--- config.mk ---
export PLATFORM = sky130hd
export DESIGN_NAME = instr_retire_tracer
export DESIGN_NICKNAME = d
export VERILOG_FILES = /design/src/rtl/instr_trace_pkg.sv /design/src/rtl/trace_fifo.sv /design/src/rtl/instr_retire_tracer.sv
export SDC_FILE = /design/constraint.sdc
export NUM_CORES = 2
export LEC_CHECK = 0
export ABC_CLOCK_PERIOD_IN_PS = 13300
export CORE_MARGIN = 4
export CORE_UTILIZATION = 30
export CTS_BUF_LIST = sky130_fd_sc_hd__clkbuf_16
export DETAILED_ROUTE_END_ITERATION = 12
export PLACE_DENSITY_LB_ADDON = 0.05
export RECOVER_POWER = 50
export SETUP_SLACK_MARGIN = 0.4
export SLEW_MARGIN = 20
export SYNTH_ARGS = -nofsm -noshare
export SYNTH_HDL_FRONTEND = slang
export SYNTH_HIERARCHICAL = 1
export SYNTH_SLANG_ARGS = --single-unit
--- constraint.sdc ---
create_clock -name clk -period 13.3 [get_ports clk]
set_clock_uncertainty 0.05 [all_clocks]
set_input_delay 1.995 -clock clk [delete_from_list [all_inputs] [get_ports clk]]
set_output_delay 1.995 -clock clk [all_outputs]
set_load 0.01 [all_outputs]
--- src/rtl/instr_trace_pkg.sv ---
// Shared definitions for the retire tracer: MIPS opcode/funct values,
// class codes, the default-width trace entry layout and the class decoder.
package instr_trace_pkg;

  localparam logic [5:0] OP_RTYPE = 6'd0;
  localparam logic [5:0] OP_LW    = 6'd35;
  localparam logic [5:0] OP_SW    = 6'd43;
  localparam logic [5:0] OP_BEQ   = 6'd4;
  localparam logic [5:0] OP_J     = 6'd2;

  localparam logic [5:0] FN_ADD   = 6'd32;
  localparam logic [5:0] FN_SUB   = 6'd34;
  localparam logic [5:0] FN_AND   = 6'd36;
  localparam logic [5:0] FN_OR    = 6'd37;

  localparam logic [3:0] CLS_ADD   = 4'd0;
  localparam logic [3:0] CLS_SUB   = 4'd1;
  localparam logic [3:0] CLS_AND   = 4'd2;
  localparam logic [3:0] CLS_OR    = 4'd3;
  localparam logic [3:0] CLS_LW    = 4'd4;
  localparam logic [3:0] CLS_SW    = 4'd5;
  localparam logic [3:0] CLS_BEQ   = 4'd6;
  localparam logic [3:0] CLS_J     = 4'd7;
  localparam logic [3:0] CLS_OTHER = 4'd8;

  localparam int unsigned NUM_CLASS = 9;

  // Entry layout at default widths (TS_W=16, DATA_W=32); the top level
  // keeps the same field order sized by its own parameters.
  typedef struct packed {
    logic [15:0] stamp;
    logic [3:0]  cls;
    logic [31:0] pc;
    logic [31:0] wd;
  } trace_entry_t;

  function automatic logic [3:0] decode_class(input logic [5:0] op, input logic [5:0] fn);
    logic [3:0] c;
    c = CLS_OTHER;
    case (op)
      OP_RTYPE: begin
        case (fn)
          FN_ADD:  c = CLS_ADD;
          FN_SUB:  c = CLS_SUB;
          FN_AND:  c = CLS_AND;
          FN_OR:   c = CLS_OR;
          default: c = CLS_OTHER;
        endcase
      end
      OP_LW:   c = CLS_LW;
      OP_SW:   c = CLS_SW;
      OP_BEQ:  c = CLS_BEQ;
      OP_J:    c = CLS_J;
      default: c = CLS_OTHER;
    endcase
    return c;
  endfunction

endpackage

--- src/rtl/trace_fifo.sv ---
// Show-ahead FIFO: head entry is presented on dout while not empty (zero
// when empty). When full, a push is only accepted alongside a pop;
// otherwise it is dropped and flagged on drop for one cycle.
module trace_fifo #(
  parameter int unsigned DEPTH = 16,
  parameter int unsigned WIDTH = 8
) (
  input  logic                     clk,
  input  logic                     rst,
  input  logic                     push,
  input  logic                     pop,
  input  logic [WIDTH-1:0]         din,
  output logic [WIDTH-1:0]         dout,
  output logic                     full,
  output logic                     empty,
  output logic [$clog2(DEPTH):0]   fill,
  output logic                     drop
);

  localparam int unsigned AW = $clog2(DEPTH);

  logic [WIDTH-1:0] mem [DEPTH];
  logic [AW-1:0]    rptr;
  logic [AW-1:0]    wptr;
  logic [AW:0]      count;
  logic             pop_ok;
  logic             push_ok;

  assign full    = (count == (AW+1)'(DEPTH));
  assign empty   = (count == '0);
  assign fill    = count;
  assign pop_ok  = pop && !empty;
  assign push_ok = push && (!full || pop_ok);
  assign drop    = push && full && !pop_ok;
  assign dout    = empty ? '0 : mem[rptr];

  // Pointer and occupancy update; pointers wrap naturally at DEPTH.
  always_ff @(posedge clk) begin
    if (!rst) begin
      rptr  <= '0;
      wptr  <= '0;
      count <= '0;
    end else begin
      if (push_ok) wptr <= wptr + AW'(1);
      if (pop_ok)  rptr <= rptr + AW'(1);
      case ({push_ok, pop_ok})
        2'b10:   count <= count + (AW+1)'(1);
        2'b01:   count <= count - (AW+1)'(1);
        default: count <= count;
      endcase
    end
  end

  // Storage write; contents need no reset since empty masks dout.
  always_ff @(posedge clk) begin
    if (rst && push_ok) mem[wptr] <= din;
  end

endmodule

--- src/rtl/instr_retire_tracer.sv ---
// Retire trace unit: decodes each retired instruction into a class, keeps
// saturating per-class counters, and queues timestamped entries in a
// show-ahead FIFO with overflow/drop accounting.
// Optional: define TRACE_STALL_WATCHDOG_EN to build the idle watchdog (hang).
module instr_retire_tracer
  import instr_trace_pkg::*;
#(
  parameter int unsigned DATA_W      = 32,
  parameter int unsigned DEPTH       = 16,
  parameter int unsigned CNT_W       = 32,
  parameter int unsigned TS_W        = 16,
  parameter int unsigned STALL_LIMIT = 64
) (
  input  logic                     clk,
  input  logic                     rst,
  input  logic                     ret_valid,
  input  logic [DATA_W-1:0]        ret_pc,
  input  logic [31:0]              ret_instr,
  input  logic [DATA_W-1:0]        ret_wd,
  input  logic                     rd_en,
  output logic                     rd_valid,
  output logic [DATA_W-1:0]        rd_pc,
  output logic [DATA_W-1:0]        rd_wd,
  output logic [3:0]               rd_class,
  output logic [TS_W-1:0]          rd_stamp,
  input  logic [3:0]               cnt_sel,
  output logic [CNT_W-1:0]         cnt_value,
  output logic [$clog2(DEPTH):0]   fill,
  output logic                     overflow,
  output logic [CNT_W-1:0]         drop_cnt,
  output logic                     hang
);

  typedef struct packed {
    logic [TS_W-1:0]   stamp;
    logic [3:0]        cls;
    logic [DATA_W-1:0] pc;
    logic [DATA_W-1:0] wd;
  } entry_t;

  logic [3:0]       ret_cls;
  logic [TS_W-1:0]  ts;
  logic [CNT_W-1:0] cnt [NUM_CLASS];
  entry_t           wr_entry;
  entry_t           rd_entry;
  logic             fifo_empty;
  logic             fifo_drop;
  logic             unused_fifo_full;
  logic             unused_instr_bits;

  assign ret_cls           = decode_class(ret_instr[31:26], ret_instr[5:0]);
  assign unused_instr_bits = ^ret_instr[25:6];

  // Assemble the entry stamped with this cycle's timestamp.
  always_comb begin
    wr_entry       = '0;
    wr_entry.stamp = ts;
    wr_entry.cls   = ret_cls;
    wr_entry.pc    = ret_pc;
    wr_entry.wd    = ret_wd;
  end

  trace_fifo #(
    .DEPTH (DEPTH),
    .WIDTH ($bits(entry_t))
  ) u_fifo (
    .clk   (clk),
    .rst   (rst),
    .push  (ret_valid),
    .pop   (rd_en),
    .din   (wr_entry),
    .dout  (rd_entry),
    .full  (unused_fifo_full),
    .empty (fifo_empty),
    .fill  (fill),
    .drop  (fifo_drop)
  );

  assign rd_valid = !fifo_empty;
  assign rd_pc    = rd_entry.pc;
  assign rd_wd    = rd_entry.wd;
  assign rd_class = rd_entry.cls;
  assign rd_stamp = rd_entry.stamp;

  // Free-running cycle timestamp, wraps modulo 2^TS_W.
  always_ff @(posedge clk) begin
    if (!rst) ts <= '0;
    else      ts <= ts + TS_W'(1);
  end

  // Saturating per-class retire counters.
  always_ff @(posedge clk) begin
    if (!rst) begin
      cnt <= '{default: '0};
    end else if (ret_valid && (cnt[ret_cls] != '1)) begin
      cnt[ret_cls] <= cnt[ret_cls] + CNT_W'(1);
    end
  end

  // Combinational counter read; codes beyond OTHER read as zero.
  always_comb begin
    cnt_value = '0;
    if (cnt_sel <= CLS_OTHER) cnt_value = cnt[cnt_sel];
  end

  // Sticky overflow flag and saturating drop count.
  always_ff @(posedge clk) begin
    if (!rst) begin
      overflow <= 1'b0;
      drop_cnt <= '0;
    end else if (fifo_drop) begin
      overflow <= 1'b1;
      if (drop_cnt != '1) drop_cnt <= drop_cnt + CNT_W'(1);
    end
  end

`ifdef TRACE_STALL_WATCHDOG_EN
  localparam int unsigned IDLE_W = $clog2(STALL_LIMIT + 1);

  logic [IDLE_W-1:0] idle;

  // Idle counter saturates at STALL_LIMIT; hang rises on the edge the
  // count reaches the limit and holds until the next retire.
  always_ff @(posedge clk) begin
    if (!rst || ret_valid) begin
      idle <= '0;
      hang <= 1'b0;
    end else begin
      if (idle != IDLE_W'(STALL_LIMIT))     idle <= idle + IDLE_W'(1);
      if (idle == IDLE_W'(STALL_LIMIT - 1)) hang <= 1'b1;
    end
  end
`else
  localparam int unsigned unused_stall_limit = STALL_LIMIT;
  assign hang = 1'b0;
`endif

endmodule
# Yosys cells after proc, flatten, opt, wreduce, memory -nomap -nowiden
# Memories as Yosys holds them, arrays and structs flattened. A register that Yosys moved wholly into a read port is not among the register bits.
# Index checks and enable logic that the tools add are counted.
# op_classes
bitwise_logic,2
muxes,18
add_sub_neg,7
n_lt_le_gt_ge,4
eq_ne,13
n_reduce_logical,15
# op_table
op,n
bitwise mux 288 bit,1
binary-select mux 32 bit (select 4 bit),2
two-way mux 32 bit,6
demux 32 bit (select 4 bit),1
two-way mux 84 bit,1
adder 32 x 1 -> 32 bit (second input constant),2
!= test 32 bit (second input constant),2
equality test 6 bit (second input constant),6
case mux 4 bit (5 select lines),1
adder 16 x 1 -> 16 bit (second input constant),1
case mux 4 bit (4 select lines),1
greater-or-equal comparator 5 bit (second input constant),2
inverter 4 -> 5 bit,2
case mux 5 bit (2 select lines),1
adder 4 x 1 -> 4 bit (second input constant),2
two-way mux 4 bit,2
logical AND 1 bit,7
equality test 6 x 2 -> 1 bit (second input constant),1
equality test 6 x 3 -> 1 bit (second input constant),1
zero test 6 bit,1
adder 5 x 1 -> 5 bit (second input constant),1
equality test 5 bit (second input constant),1
zero test 5 bit,1
less-than comparator 5 x 1 -> 1 bit (second input constant),1
other kinds (9),12
# totals
out_inout_bits,156
register_bits,350
wordCells,75
n_memories,1
ramBits,1344
input_bits,104
# memory_table
memory,depth,width,read_ports,rd_clocked_by_memory_dff,wr,line,source
u_fifo.mem,16,84,1,1,1,trace_fifo.sv:22,logic [WIDTH-1:0] mem [DEPTH];

# Logic depth before layout (Yosys ltp)
# depth
depth_word,9
ltp_mapped,19
ltp_nobuf,13

# By module
# The synthesis kept the hierarchy.
# by_module_without_submodules
mod,seq_area_each_um2,cells_each,area_each_um2,instances
trace_fifo,40699.0,2170,51755.9,1
instr_retire_tracer,6746.5,1984,17558.1,1

# Worst setup path before layout
# OpenSTA, ideal clock, no wires.
# synth_path
path_type,input -> register
start,in rst
end,"mem u_fifo/mem[11][0] in the netlist's numbering, enable pin"
t_required_ps,12723
slack_ps,6535
cell_stages,4
setup_time_ps,527
n_path_buf,1
t_arrival_ps,6188
cell_sequence,clkbuf_1 -> nand2_1 -> or2_2 -> nor2_1
# synth_between
elab_chain_cells,3
# synth_lines
element,line,source
from (decl),instr_retire_tracer.sv:15,"input logic rst,"
logical AND 1 bit,trace_fifo.sv:56,if (rst && push_ok) mem[wptr] <= din;
two-way mux 1 bit,trace_fifo.sv:56,
two-way mux 1 bit (not written as such),trace_fifo.sv:56,
to (decl),trace_fifo.sv:22,
# Every way passes these cells.

# Worst setup path in the final report
# layout_path
start,in ret_valid
end,"mem u_fifo/mem[1][38] in the netlist's numbering, enable pin"
# layout_between
elab_chain_cells,4
# layout_lines
element,line,source
from (decl),instr_retire_tracer.sv:16,"input logic ret_valid,"
logical AND 1 bit,trace_fifo.sv:33,assign push_ok = push && (!full || pop_ok);
logical AND 1 bit,trace_fifo.sv:56,
two-way mux 1 bit,trace_fifo.sv:56,
two-way mux 1 bit (not written as such),trace_fifo.sv:56,
# Every way passes these cells.

==> flow_metrics.tcl <==
set metrics [dict create \
    status "complete, but fails checks" \
    violations "capacitance limit, slew limit" \
    coreArea_um2 230000 \
    cp-end-kind "flop" \
    dp_hpwl_mm 114 \
    finalCritPeriodShare 0.738 \
    r2r_setup_slack_ns 4.49 \
    area_growth_pct 17.8 \
    stdcell_area_um2 81600 \
    finalMaxSlewViolations 707 \
    clock_sinks 1698 \
    drt_iter0_drc 3366 \
    netlist_instances 4153 \
    numPortBuffers 238 \
    rsz0062_at_grt "false" \
    dr.pass1.iters 7 \
    fin_hold_ws_ns 0.431 \
    die_h_um 489 \
    cts_buffer_depth 3 \
    layout_common_cells "1344 x edfxtp_1, 401 x mux4_2, 351 x dfxtp_1, 251 x a21oi_1, 244 x a211oi_1" \
    worst-r2r-cell-count 5 \
    cts.repair.resized 0 \
    fin_cells 7586 \
    fp.dieArea_um2 239000 \
    rr_endpoint "u_fifo/mem[1][38]" \
    required_ns 13.39 \
    path_class "input port to flop" \
    worstPathCellList "dlygate4sd3_1 > o31a_2 > nand2_1 > nor2_4 > clkbuf_1" \
    power_leakage_nw 24.7 \
    dp_cells 7221 \
    slowest_stage "clkbuf_1" \
    root_buffer "clkbuf_16" \
    p_int_mw 9.82 \
    max_slew_margin -5.03 \
    track_usage 0.184 \
    fin_util 0.355 \
    dieWidth_um 489 \
    cts_setup_buffers 0 \
    drc 0 \
    clk_pin_slew_ns 0.06 \
    drt-wirelength-per-cell_um 29.3 \
    hold_viol_final 0 \
    postRouteAntennaNets 0 \
    powerDensity_nw_per_um2 163 \
    min_from "cnt[187]" \
    total_power_mw 13.3 \
    drt_wl_total_mm 222 \
    p_clk_frac 0.398 \
    avgSynthCellArea_um2 16.7 \
    final_common_cell "edfxtp_1" \
    grt_remaining_overflow 0 \
    antenna_found_initial 30 \
    fp-row-count 176 \
    hold_path_end "cnt[187]" \
    hold_class "flop to flop" \
    h-tree-depth 4 \
    p_comb_frac 0.162 \
    p_sw_mw 3.48 \
    syn_nets 4267 \
    vias 40010 \
    min_path_cells 2 \
    final_nets 4506 \
    fin_tns_setup_ns 0 \
    via_per_inst 5.27 \
    gp_congestion 0.759 \
    fmax_ghz 0.102 \
    peakVddDrop_uv 115 \
    cp.arrival_ns 9.90 \
    min_period_ns 9.81 \
    tightestPinTransition_ns 9.04 \
    max_stage_delay_ns 6.21 \
    cts_tree "done" \
    critPathLaunchType "input port" \
    final.setup.worst_slack_ns 3.49 \
    maxCapViolations 14 \
    cp_max_fo 84 \
    grt_pass1_wl_mm 316 \
    grt_pass1_vias 41799 \
    reg2reg_from "u_fifo/fill[1]" \
    cts_made_buffers 194 \
    drive_gt1_frac 0.187 \
    setup_viol 0 \
    yosysWarnings 6 \
    seqPwrFrac 0.440 \
    netlist_area_um2 69300 \
    start_util 0.301 \
    grt_max_degree 158 \
    swShare 0.261 \
    io_pins 260 \
    ctsHoldBuffers 0 \
    insertion_delay_ns 0.82 \
    pre_cts_slack_ns 4.10 \
    dpl-instance-area_um2 75500 \
]
-- critical path: cells and delay by family --
family | cells | cell delay (ns)
AO/OA/AOI/OAI | 1 | 0.31
buffers and inverters | 2 | 6.99
AND/OR/NAND/NOR | 2 | 0.38
-- power groups by stage --
stage / logic [mW] / registers, mW / clock network (mW)
finish: 2.15 / 5.85 / 5.29
global route: 2.33 / 5.86 / 5.70
CTS: 2.25 / 5.84 / 5.48
detailed placement: 2.25 / 5.96 / 0
global placement: 2.25 / 5.95 / 0
floorplan: 1.24 / 5.92 / 0
-- state kept, by name (all words and copies together) (netlist names), named ones only --
signal and flops:
u_fifo/mem 1344, u_fifo/rptr 4, drop_cnt 32, u_fifo/wptr 4, overflow 1, cnt 288, ts 16, u_fifo/fill 5
-- how the worst max path moves through the flow --
stage,start,endpoint,cells past startpoint
after global routing,ret_valid,u_fifo/mem[1][11],5
after floorplan,rst,u_fifo/mem[11][0],4
after detailed placement,ret_instr[30],cnt[199],18
final,ret_valid,u_fifo/mem[1][38],5
after global placement,ret_instr[30],cnt[221],14
after CTS,ret_instr[30],cnt[199],18
-- routing by layer --
metal / share of wire / wire length (um) / track usage
met5: 0.000045 / 10 / 0
met4: 0.021 / 4740 / 0.0429
met3: 0.053 / 11800 / 0.0342
met2: 0.47 / 104000 / 0.294
met1: 0.46 / 102000 / 0.260
-- final cells by class --
class	count	area, um2
antenna	11	27.5
clock buffer	200	5000
clock inverter	153	1320
fill	21919	148000
inverter	23	93.8
multi-input combinational	2128	20700
sequential	1698	47500
tap	3026	3790
timing repair buffer	347	3240
(Power assumes the default switching activity.)
